**config.mk**
```make
export PLATFORM = sky130hd
export DESIGN_NAME = digit_scan_ctrl
export DESIGN_NICKNAME = d
export VERILOG_FILES = /design/src/rtl/display_defs.sv /design/src/rtl/scan_timer.sv /design/src/rtl/digit_scan_ctrl.sv
export SDC_FILE = /design/constraint.sdc
export NUM_CORES = 1
export LEC_CHECK = 0
export ABC_AREA = 1
export CAP_MARGIN = 5
export CORE_MARGIN = 2
export CORE_UTILIZATION = 41
export DETAILED_ROUTE_END_ITERATION = 10
export PLACE_DENSITY = 0.69
export SLEW_MARGIN = 20
export SYNTH_ARGS = -nofsm -noshare
export SYNTH_HDL_FRONTEND = slang
export SYNTH_SLANG_ARGS = --single-unit
```
**constraint.sdc**
```tcl
create_clock -name clk -period 4.47 [get_ports clk]
set_clock_uncertainty 0.15 [all_clocks]
set_input_delay 1.341 -clock clk [delete_from_list [all_inputs] [get_ports clk]]
set_output_delay 1.341 -clock clk [all_outputs]
set_load 0.01 [all_outputs]
```
**src/rtl/display_defs.sv**
```systemverilog
// Shared constants for the digit scan controller: register map, FSM encoding,
// default timing parameters and the digit-select decode.
package display_defs;

  localparam int DEF_SCAN_DIV  = 100000;
  localparam int DEF_BLANK_CYC = 1000;

  localparam logic [1:0] ADDR_VALUE = 2'd0;
  localparam logic [1:0] ADDR_MASK  = 2'd1;
  localparam logic [1:0] ADDR_LEDS  = 2'd2;
  localparam logic [1:0] ADDR_CTRL  = 2'd3;

  typedef enum logic {
    BLANK = 1'b0,
    DRIVE = 1'b1
  } scan_state_t;

  function automatic logic [3:0] onehot4(input logic [1:0] i);
    return 4'b0001 << i;
  endfunction

endpackage

```
**src/rtl/scan_timer.sv**
```systemverilog
// Slot-phase cycle counter: counts out the BLANK or DRIVE phase length and
// flags the last cycle of the phase; wraps to zero on every phase change.
module scan_timer
  import display_defs::*;
#(
  parameter int SCAN_DIV  = DEF_SCAN_DIV,
  parameter int BLANK_CYC = DEF_BLANK_CYC
) (
  input  logic clk,
  input  logic reset,
  input  logic blank,
  output logic tc
);

  // Longest phase is at most SCAN_DIV-1 cycles, so counts up to SCAN_DIV-2 fit.
  localparam int CW = (SCAN_DIV > 2) ? $clog2(SCAN_DIV) : 1;
  localparam logic [CW-1:0] BLANK_LAST = CW'(BLANK_CYC - 1);
  localparam logic [CW-1:0] DRIVE_LAST = CW'(SCAN_DIV - BLANK_CYC - 1);

  logic [CW-1:0] cnt;

  assign tc = (cnt == (blank ? BLANK_LAST : DRIVE_LAST));

  always_ff @(posedge clk or negedge reset) begin
    if (!reset)  cnt <= '0;
    else if (tc) cnt <= '0;
    else         cnt <= cnt + CW'(1);
  end

endmodule

```
**src/rtl/digit_scan_ctrl.sv**
```systemverilog
// Four-digit multiplexed display scanner with blanking between digits and
// frame-synchronous shadowing of the displayed value/mask.
module digit_scan_ctrl
  import display_defs::*;
#(
  parameter int SCAN_DIV  = DEF_SCAN_DIV,
  parameter int BLANK_CYC = DEF_BLANK_CYC
) (
  input  logic        clk,
  input  logic        reset,
  input  logic        wr_en,
  input  logic [1:0]  wr_addr,
  input  logic [15:0] wr_data,
  input  logic [1:0]  rd_addr,
  output logic [15:0] rd_data,
  output logic [7:0]  leds,
  output logic [3:0]  AN,
  output logic [3:0]  BCD,
  output logic        frame_start
);

  if (BLANK_CYC < 1 || BLANK_CYC >= SCAN_DIV) begin : g_bad_param
    $error("digit_scan_ctrl: need 1 <= BLANK_CYC < SCAN_DIV");
  end

  scan_state_t state, state_nxt;
  logic [1:0]  idx, idx_nxt;
  logic        tc, frame_edge, freeze;
  logic [15:0] pend_val, shad_val, shad_val_nxt;
  logic [3:0]  pend_mask, shad_mask, shad_mask_nxt;

  scan_timer #(.SCAN_DIV(SCAN_DIV), .BLANK_CYC(BLANK_CYC)) u_timer (
    .clk   (clk),
    .reset (reset),
    .blank (state == BLANK),
    .tc    (tc)
  );

  always_comb begin
    state_nxt  = state;
    idx_nxt    = idx;
    frame_edge = 1'b0;
    case (state)
      BLANK: if (tc) begin
        state_nxt  = DRIVE;
        frame_edge = (idx == 2'd0);
      end
      DRIVE: if (tc) begin
        state_nxt = BLANK;
        idx_nxt   = idx + 2'd1;
      end
      default: state_nxt = BLANK;
    endcase
  end

  always_ff @(posedge clk or negedge reset) begin
    if (!reset) begin
      state <= BLANK;
      idx   <= 2'd0;
    end else begin
      state <= state_nxt;
      idx   <= idx_nxt;
    end
  end

  // Shadow captures the pre-write pending value, so a same-cycle write lands a frame later.
  assign shad_val_nxt  = (frame_edge && !freeze) ? pend_val  : shad_val;
  assign shad_mask_nxt = (frame_edge && !freeze) ? pend_mask : shad_mask;

  // Outputs are decoded from next-state values so they align with the state register.
  always_ff @(posedge clk or negedge reset) begin
    if (!reset) begin
      shad_val    <= 16'h0000;
      shad_mask   <= 4'hF;
      AN          <= 4'hF;
      BCD         <= 4'h0;
      frame_start <= 1'b0;
    end else begin
      shad_val    <= shad_val_nxt;
      shad_mask   <= shad_mask_nxt;
      frame_start <= frame_edge;
      if (state_nxt == DRIVE) begin
        AN  <= ~(onehot4(idx) & shad_mask_nxt);
        BCD <= shad_val_nxt[{idx, 2'b00} +: 4];
      end else begin
        AN  <= 4'hF;
        BCD <= 4'h0;
      end
    end
  end

  always_ff @(posedge clk or negedge reset) begin
    if (!reset) begin
      pend_val  <= 16'h0000;
      pend_mask <= 4'hF;
      leds      <= 8'h00;
      freeze    <= 1'b0;
    end else if (wr_en) begin
      case (wr_addr)
        ADDR_VALUE: pend_val  <= wr_data;
        ADDR_MASK:  pend_mask <= wr_data[3:0];
        ADDR_LEDS:  leds      <= wr_data[7:0];
        default:    freeze    <= wr_data[0];
      endcase
    end
  end

  always_ff @(posedge clk or negedge reset) begin
    if (!reset) begin
      rd_data <= 16'h0000;
    end else begin
      case (rd_addr)
        ADDR_VALUE: rd_data <= pend_val;
        ADDR_MASK:  rd_data <= {12'h000, pend_mask};
        ADDR_LEDS:  rd_data <= {8'h00, leds};
        default:    rd_data <= {15'h0000, freeze};
      endcase
    end
  end

endmodule

```
Word-level counts from Yosys, hierarchy flattened:

Cells that the tools add are included.

* add/sub/neg operators: 2
* multiplexer cells: 12
* bitwise logic cells: 4
* eq/ne operators: 5
* reductions and logical operators: 11
* shifts and indexed selects: 2

Operators with widths (count)
* 16-bit one-hot mux with 3 select lines: 1
* 17-bit 2-to-1 mux: 2
* 17-bit by 1-bit adder with 17-bit output, second input constant: 1
* 17-bit == test: 1
* 16-bit 2-to-1 mux: 1
* 16-bit by 5-bit variable part select with 4-bit output: 1
* 4-bit 2-to-1 mux: 3
* 2-bit AND reduction: 5
* 2-bit logical NOT: 3
* 4-bit AND: 1
* 2-bit by 1-bit == test with 1-bit output, second input constant: 2
* 2-bit == test, second input constant: 2
* 1-bit 2-to-1 mux: 4
* 4-bit inverter: 1
* 1-bit by 2-bit left shift with 4-bit output, first input constant: 1
* 3-bit OR reduction: 1
* 2-bit by 1-bit adder with 2-bit output, second input constant: 1
* 1-bit inverter: 2
* 1-bit one-hot mux with 2 select lines: 1
* 1-bit logical AND: 1
* 1-bit logical NOT: 1

* bits of input ports: 23
* flip-flop bits (word level): 94
* word-level logic and storage cells: 49

Longest topological paths before layout:

Gate-level depths: netlist of the first run.

* word-level depth: 9
* gate-level depth with buffers: 12
* mapped depth without buffers: 11

By module:

From an unflattened synthesis of the first run, not the netlist that was laid out.

* cells, all modules: 470
* area total of the unflattened synthesis: 4257.8 µm²

By module, submodules not included
* digit_scan_ctrl: times used 1, cells an instance 305, area each 3154.3 µm²
* scan_timer: times used 1, cells an instance 165, area each 1103.6 µm²

Worst setup path after synthesis of the first run:

No wires, ideal clock.

* path type: input to register
* start: input rd_addr[1]
* end: register rd_data[10]
* setup slack: 2.300 ns
* path buffers: 0
* arrival time: 1.946 ns
* library setup time: 0.074 ns
* cell stages on the path: 3
* required time: 4.246 ns
* path through: nor2_1 -> inv_1 -> nor2_1

* cells in the longest elaborated chain, start to end: 2
* elaborated cells on any way between the ends: 4
* classes of those cells: eq/ne (2); mux (1); reduce/logical (1)

RTL lines
* start, declared: RTL line digit_scan_ctrl.sv:14 `input logic [1:0] rd_addr,`
* 2-bit == test (tied with other cells): RTL line digit_scan_ctrl.sv:112 `case (rd_addr)`
* 16-bit one-hot mux with 3 select lines *: RTL line digit_scan_ctrl.sv:112
* end signal, assigned: RTL line digit_scan_ctrl.sv:113 `ADDR_VALUE: rd_data <= pend_val;`
* end signal, assigned: RTL line digit_scan_ctrl.sv:114 `ADDR_MASK: rd_data <= {12'h000, pend_mask};`
* end signal, assigned: RTL line digit_scan_ctrl.sv:115 `ADDR_LEDS: rd_data <= {8'h00, leds};`
* end, declared: RTL line digit_scan_ctrl.sv:15 `output logic [15:0] rd_data,`

Every way passes the cells marked *; elsewhere a longest branch is shown, timed or not.
A chain may end at the register's enable or synchronous reset.

Worst setup path in the final report of the first run:

* start: register idx[0]
* end: register BCD[1]

* cells in the longest elaborated chain, start to end: 7

RTL lines
* start, declared: RTL line digit_scan_ctrl.sv:27 `logic [1:0] idx, idx_nxt;`
* start signal, assigned: RTL line digit_scan_ctrl.sv:62 `idx <= idx_nxt;`
* 2-bit logical NOT: RTL line digit_scan_ctrl.sv:46 `frame_edge = (idx == 2'd0);`
* 1-bit 2-to-1 mux: RTL line digit_scan_ctrl.sv:44 `BLANK: if (tc) begin`
* 1-bit 2-to-1 mux: RTL line digit_scan_ctrl.sv:43 `case (state)`
* 1-bit logical AND: RTL line digit_scan_ctrl.sv:67 `assign shad_val_nxt = (frame_edge && !freeze) ? pend_val : shad_val;`
* 16-bit 2-to-1 mux: RTL line digit_scan_ctrl.sv:67
* 16-bit by 5-bit variable part select with 4-bit output *: RTL line digit_scan_ctrl.sv:84 `BCD <= shad_val_nxt[{idx, 2'b00} +: 4];`
* 4-bit 2-to-1 mux *: RTL line digit_scan_ctrl.sv:82 `if (state_nxt == DRIVE) begin`
* end signal, assigned: RTL line digit_scan_ctrl.sv:84
* end, declared: RTL line digit_scan_ctrl.sv:18 `output logic [3:0] BCD,`

Marked as above.

==> key figures, run 1 <==
Status
  – Outcome: finished, final reports clean

Drt
  – Overall routed net length: roughly 9200 um
  – Violation count after the first detailed-routing iteration: ~240
  – Routed wire length per instance: around 14 um
  – DRC: 0
  – Remaining antenna violation count after routing: 0
  – Detailed Routing Iterations Pass 1: 4
  – Vias: 3,324
  – Per-cell via count in the routed design: around 5

Timing
  – Final min period: approximately 3000 ps
  – Maximum frequency from static timing analysis: approximately 330 MHz
  – Sum of negative setup slack: 0 ps
  – Slew of the pin with the lowest slew margin: between 900 and 1000 ps
  – Max-slew violation total from the final report: 0
  – Min setup slack post-route: 1430 ps
  – RSZ-0062 raised after global routing: no
  – Share of the cycle needed by the critical path after routing: 0.679
  – Final Hold Fails: 0
  – Remaining max-slew budget at the tightest pin: 0.386
  – Endpoints failing setup: 0

Global routing
  – Initial antenna violation count: 0
  – Total global routing overflow: 0
  – Tot GR Track Use: 0.177
  – Number of global-route vias before repair: roughly 3,300
  – First-pass GRT wire length: about 16,000 um
  – Pin count of the biggest net entering global routing: 74

Pwr
  – Leak pwr: approximately 0.0025 uW
  – Power per cell area: between 300 and 400 mW/mm^2
  – Maximum resistive drop on vdd: roughly 190 uV

Synth
  – Number of flops mapped to enable cells by yosys: 0
  – Most used standard cells in the synthesized netlist: nand2_1, dfrtp_1, inv_1, nand3_1, nor2_1
  – Distinct cell type count after synthesis: 40
  – Synth Register Bits: 94
  – Post-Syn Area: ~0.0043 mm^2
  – Average size of a mapped cell: about 9 um^2
  – Share of async-settable or async-resettable flops after synthesis: 1.00
  – Most common cell in the synthesized netlist: nand2_1
  – Fraction of synthesized cell area taken by the top area cell type: 0.479
  – Synthesized Nets: 500
  – Top post-synthesis cells by area: dfrtp_1, nand2_1, dfstp_2, nand3_1, inv_1
  – Synthesized instance count: around 470
  – Main synth FF type: dfrtp_1
  – Ys Warns: 0
  – Sequential fraction of the synthesis area: 0.553
  – Dominant cell type by area after synthesis: dfrtp_1

Place
  – Placed wire-length estimate after detailed placement: 6340 um
  – Placement Setup Slack: 1380 ps
  – Number of I/O port buffers: 55
  – Placement-stage cell area: slightly below 0.005 mm^2
  – Last weighted congestion value of the routability-driven placer: 0.846
  – Placed cells: 651

Clock tree
  – Number of buffers added to fix hold violations after cts: 0
  – Skew-Pair Late Insertion Delay: 350 ps
  – Largest buffer count on any clock path: 2
  – Post-CTS resize count: 0
  – Clock-pin slew reported for the worst setup and hold paths after clock tree synthesis: around 100 ps
  – Total number of H-tree levels: 3
  – Postcts setup bufs: 0
  – Clock sink count: between 90 and 100
  – TritonCTS clock tree: done
  – Cell chosen for the clock root: clkbuf_8
  – Clock buffers created by TritonCTS: 9

Floorplan
  – Die extent in y: 106 um
  – Die ar.: ~0.011 mm^2
  – Chip Width: 106 um
  – Starting density of the core: 0.419
  – Core area: approximately 0.010 mm^2
  – Ports placed on the boundary: 56
  – Placement Rows: 37

Worst setup path
  – Number of cells on the worst reg-to-reg path: 9
  – Cells along the critical path: inv_2 -> ha_1 -> inv_1 -> nor2_4 -> nand4_2 -> nand2_1 -> nand3_1 -> nand3_1 -> a21oi_1
  – Highest cell delay on the worst timing path: ~620 ps
  – Critical Setup Path Class: flip-flop to flip-flop
  – Cell repeated most along the worst path: nand3_1
  – Kind of end point of the critical path: flip-flop
  – Arrival time of data at the critical path endpoint: about 3100 ps
  – Register-to-Register Setup Slack: approximately 1400 ps
  – Startpoint of the worst register-to-register path: idx[0]
  – Critical Path Slowest Stage Cell: nand4_2
  – Critical path peak fanout: 24
  – Required time worst endpoint: 4560 ps
  – Critical register-to-register path endpoint: BCD[1]
  – Kind of launch point of the worst setup path: flip-flop

Layout
  – Filler cell count in the final layout: ~960
  – Layout area overhead: 19.9%
  – Fraction of final layout cells sized beyond drive strength 1: 0.124
  – Utilization after layout: 0.502
  – Final std cells w/o fill: around 670
  – Total number of nets in the final design: about 550
  – Area of all placed cells without fillers: about 0.005 mm^2
  – Count of antenna diodes in the layout: 0

Min path
  – Cell count of the worst hold path: 2
  – Hold/Removal Path Class: flip-flop to flip-flop
  – Worst min-delay path endpoint: shad_val[8]
  – Start point of the worst hold path: shad_val[8]

Job
  – MaxCap Viol Count: 0
==> area by class of cell <==
| cell class | count | area [um^2] | share of cell area |
|---|---|---|---|
| multi-input cells | 307 | 1600 | 0.311 |
| inverters | 57 | 216 | 0.0422 |
| well taps | 136 | 170 | 0.0331 |
| clock inverters | 6 | 92.6 | 0.0180 |
| clock buffers | 10 | 128 | 0.0249 |
| flip-flops and latches | 94 | 2370 | 0.461 |
| repair buffers | 57 | 563 | 0.110 |
==> power by group <==
group	switching [uW]	internal, uW	total [uW]
clock	309	320	628
combinational	98.8	86.8	186
sequential	39.4	910	950
==> worst max-delay path by stage <==
stage / from / endpoint / slack (ps) / cells after the start
CTS: idx[0] / BCD[1] / 1470 / 9
finish: idx[0] / BCD[1] / 1430 / 9
global route: idx[0] / BCD[3] / 1170 / 9
floorplan: rd_addr[1] / rd_data[10] / 2300 / 3
detailed placement: wr_addr[0] / pend_val[8] / 1380 / 5
global placement: wr_addr[0] / pend_val[15] / 1450 / 5
==> state kept, by name, summed over array words and instances, names as in the netlist <==
register	count
pend_val	16
pend_mask	4
shad_mask	4
shad_val	16
idx	2
freeze	1
frame_start	1
state	1
rd_data	16
AN	4
BCD	4
u_timer.cnt	17
leds	8
==> stage by stage <==
step / hold WS, ps / power [uW]
2_1_floorplan: 295 / 1030
3_3_place_gp: 308 / 1150
3_5_place_dp: 313 / 1150
4_1_cts: 336 / 1780
5_1_grt: 355 / 1840
6_report: 335 / 1760
==> worst max-delay path, delay by kind of cell (launching register included) <==
family / cells / cell delay (ps)
buffers and inverters: 2 / 340
adder cells (fa/ha/maj): 1 / 210
AND/OR/NAND/NOR: 5 / 1580
flip-flops: 1 / 540
AO/OA/AOI/OAI: 1 / 90
==> cells in the final DEF, fill, tap and decap left out, types with 6 or more instances in the layout <==
cell type / Yosys / final
o21ai_0: 25 / 25
nand4_1: 15 / 15
nor2_2: 7 / 7
nor2_1: 33 / 33
nand3_1: 47 / 47
nand2_2: 6 / 6
inv_1: 51 / 51
dfrtp_1: 82 / 82
nand4_2: 7 / 7
a21oi_1: 16 / 16
nand2_1: 116 / 116
dfstp_2: 12 / 12
clkbuf_8: 0 / 9
clkdlybuf4s50_1: 0 / 54
==> routing by layer <==
metal | GRT usage | vias to the layer above | wire (um) | part of all wire
li1 | - | 1643 | - | -
met1 | 0.243 | 1584 | 4350 | 0.47
met2 | 0.274 | 87 | 4320 | 0.47
met3 | 0.0356 | 10 | 335 | 0.037
met4 | 0.0724 | 0 | 153 | 0.017
met5 | 0 | - | 0 | 0
==> logic make-up (layout without fill, tap and decap cells) <==
kind of cell / after synthesis / in the layout / share of synthesized area
compound gates: 52 / 52 / 0.0687
xor+xnor: 4 / 4 / 0.00818
fa+ha+maj: 5 / 5 / 0.0146
buf+inv: 71 / 130 / 0.0745
flops: 94 / 94 / 0.553
mux: 1 / 1 / 0.00234
simple gates: 245 / 245 / 0.279
Power figures use the tool's default switching activity.
==> inputs of run 2 (changes only) <==
clock period = 3 ns   (was 4.47 ns; I/O delays follow)
==> key figures, run 2 (synthesis gave the netlist of run 1 again) <==
Floorplan
  – Ports placed on the boundary: 56 (unchanged)
  – Chip Width: 106 um (unchanged)
  – Placement Rows: 37 (unchanged)
  – Core area: 0.0102 mm^2 (unchanged)
  – Die extent in y: 106 um (unchanged)
  – Die ar.: 0.0113 mm^2 (unchanged)
  – Starting density of the core: 0.419 (unchanged)

Layout
  – Layout area overhead: 20.5%
  – Total number of nets in the final design: 558 (+0.72%)
  – Register with the most flip-flops: u_timer.cnt
  – Fraction of final layout cells sized beyond drive strength 1: 0.131 (+0.00655)
  – Largest register FFs: 17 (unchanged)
  – Area of all placed cells without fillers: 0.00516 mm^2 (+0.51%)
  – Count of antenna diodes in the layout: 0 (unchanged)
  – Commonest non-fill, non-tap cells in the layout: nand2_1, dfrtp_1, clkdlybuf4s50_1
  – Filler cell count in the final layout: 954 (-0.10%)
  – Most common library cell in the layout ignoring fill and taps: nand2_1

Pwr
  – Leak pwr: 0.00255 uW (+0.87%)
  – Maximum resistive drop on vdd: 359 uV (+88%)
  – Power per cell area: 494 mW/mm^2 (+44%)

Timing
  – Max-slew violation total from the final report: 0 (unchanged)
  – Share of the cycle needed by the critical path after routing: 0.830
  – Remaining max-slew budget at the tightest pin: 0.578 (+0.192)
  – Endpoints failing setup: 0 (unchanged)
  – RSZ-0062 raised after global routing: no
  – Sum of negative setup slack: 0 ps (unchanged)
  – Maximum frequency from static timing analysis: between 400 and 500 MHz
  – Slew of the pin with the lowest slew margin: 631 ps (-287 ps)
  – Final Hold Fails: 0 (unchanged)
  – Min setup slack post-route: 511 ps (-922 ps)
  – Final min period: ~2500 ps

Worst setup path
  – Critical path peak fanout: 1 (-96%)
  – Required time worst endpoint: 1950 ps (-2610 ps)
  – Kind of cell adding the most delay to the critical path: flip-flops
  – Buffers plus inverters on the worst setup path: 1 (-1)
  – Highest cell delay on the worst timing path: 550 ps (-70 ps)
  – Critical Path Slowest Stage Cell: dfstp_2
  – Kind of end point of the critical path: output pin
  – Critical Setup Path Class: flip-flop to output pin
  – Arrival time of data at the critical path endpoint: 1440 ps (-1690 ps)
  – Kind of launch point of the worst setup path: flip-flop
  – Cells along the critical path: clkdlybuf4s50_1

Place
  – Placement-stage cell area: 0.00496 mm^2 (+0.87%)
  – Number of I/O port buffers: 55 (unchanged)
  – Last weighted congestion value of the routability-driven placer: 0.858 (+1.3%)
  – Placement Setup Slack: 533 ps (-842 ps)
  – Placed wire-length estimate after detailed placement: 6700 um (+5.8%)

Drt
  – Per-cell via count in the routed design: 4.98 (about the same)
  – Vias: 3,343 (+0.57%)
  – DRC: 0 (unchanged)
  – Overall routed net length: 9320 um (+1.8%)
  – Violation count after the first detailed-routing iteration: 158 (-35%)
  – Remaining antenna violation count after routing: 0 (unchanged)
  – Detailed Routing Iterations Pass 1: 7 (+3)
  – Routed wire length per instance: 13.9 um (+1.2%)

Min path
  – Hold/Removal Path Class: flip-flop to flip-flop

Clock tree
  – Skew-Pair Late Insertion Delay: 370 ps (+20 ps)
  – Clock-pin slew reported for the worst setup and hold paths after clock tree synthesis: 100 ps (about the same)
  – Number of buffers added to fix hold violations after cts: 0 (unchanged)
  – TritonCTS clock tree: done
  – Largest buffer count on any clock path: 2 (unchanged)
  – Clock buffers created by TritonCTS: 9 (unchanged)
  – Total number of H-tree levels: 3 (unchanged)
  – Cell chosen for the clock root: clkbuf_8
  – Post-CTS resize count: 0 (unchanged)
  – Postcts setup bufs: 0 (unchanged)
  – Clock sink count: 94 (unchanged)

Global routing
  – First-pass GRT wire length: 16,100 um (+1.9%)
  – Total global routing overflow: 0 (unchanged)
  – Number of global-route vias before repair: 3,340 (-0.060%)
  – Tot GR Track Use: 0.181 (+0.00392)
  – Initial antenna violation count: 0 (unchanged)
  – Pin count of the biggest net entering global routing: 95 (+28%)

Status
  – Outcome: finished, final reports clean

Job
  – MaxCap Viol Count: 0 (unchanged)
[run 2: cell count changes in the layout (fill, tap and decap cells not counted)]
cell        delta
buf_4          +3
clkinv_4       +2
clkinvlp_4     -2
buf_12         +1
bufinv_16      -1
inv_8          +1
[run 2: cell type report]
class / count / area (um^2) / area share
Tap cell: 136 / 170 / 0.0330
Timing Repair Buffer: 61 / 606 / 0.117
Clock buffer: 10 / 128 / 0.0247
Inverter: 57 / 216 / 0.0419
Sequential cell: 94 / 2370 / 0.459
Multi-Input combinational cell: 307 / 1600 / 0.309
Clock inverter: 6 / 76.3 / 0.0148
[run 2: path summary, 6_finish.rpt]
| kind | startpoint | cells after the start | slack [ps] | to |
|---|---|---|---|---|
| max | AN[0] | 1 | 510 | AN[0] |
| min | shad_mask[1] | 2 | 340 | shad_mask[1] |
| max reg2reg | idx[0] | 8 | 620 | AN[3] |
| min reg2reg | shad_mask[1] | 2 | 340 | shad_mask[1] |
| max in group asynchronous | reset | 2 | 1880 | u_timer.cnt[3] |
| min in group asynchronous | reset | 2 | 430 | rd_data[1] |
[run 2: power breakdown]
part           internal, uW  switching (uW)  leakage, uW  total (uW)
Clock                   400             459     0.000103         859
Combinational           134             145      0.00126         279
Sequential             1360            55.9      0.00119        1410
[run 2: metrics by stage]
stage	total power [uW]	hold WS, ps	util	std cells
final	2550	339	0.504	671
after global routing	2670	352	0.504	671
after CTS	2600	340	0.504	671
after detailed placement	1720	316	0.484	655
after global placement	1710	311	0.484	655
after floorplan	1540	295	-	472
[run 2: worst reg2reg max path: cells and delay by family (launching register included)]
kind | cells | cell delay, ps
compound gates | 1 | 130
fa+ha+maj | 1 | 220
buf+inv | 3 | 680
flops | 1 | 530
simple gates | 3 | 610
[run 2: routing by layer]
| layer | share of wire | GRT usage | wire length, um |
|---|---|---|---|
| met1 | 0.45 | 0.232 | 4160 |
| met2 | 0.49 | 0.297 | 4590 |
| met3 | 0.050 | 0.0515 | 465 |
| met4 | 0.011 | 0.0526 | 99 |
| met5 | 0 | 0 | 0 |
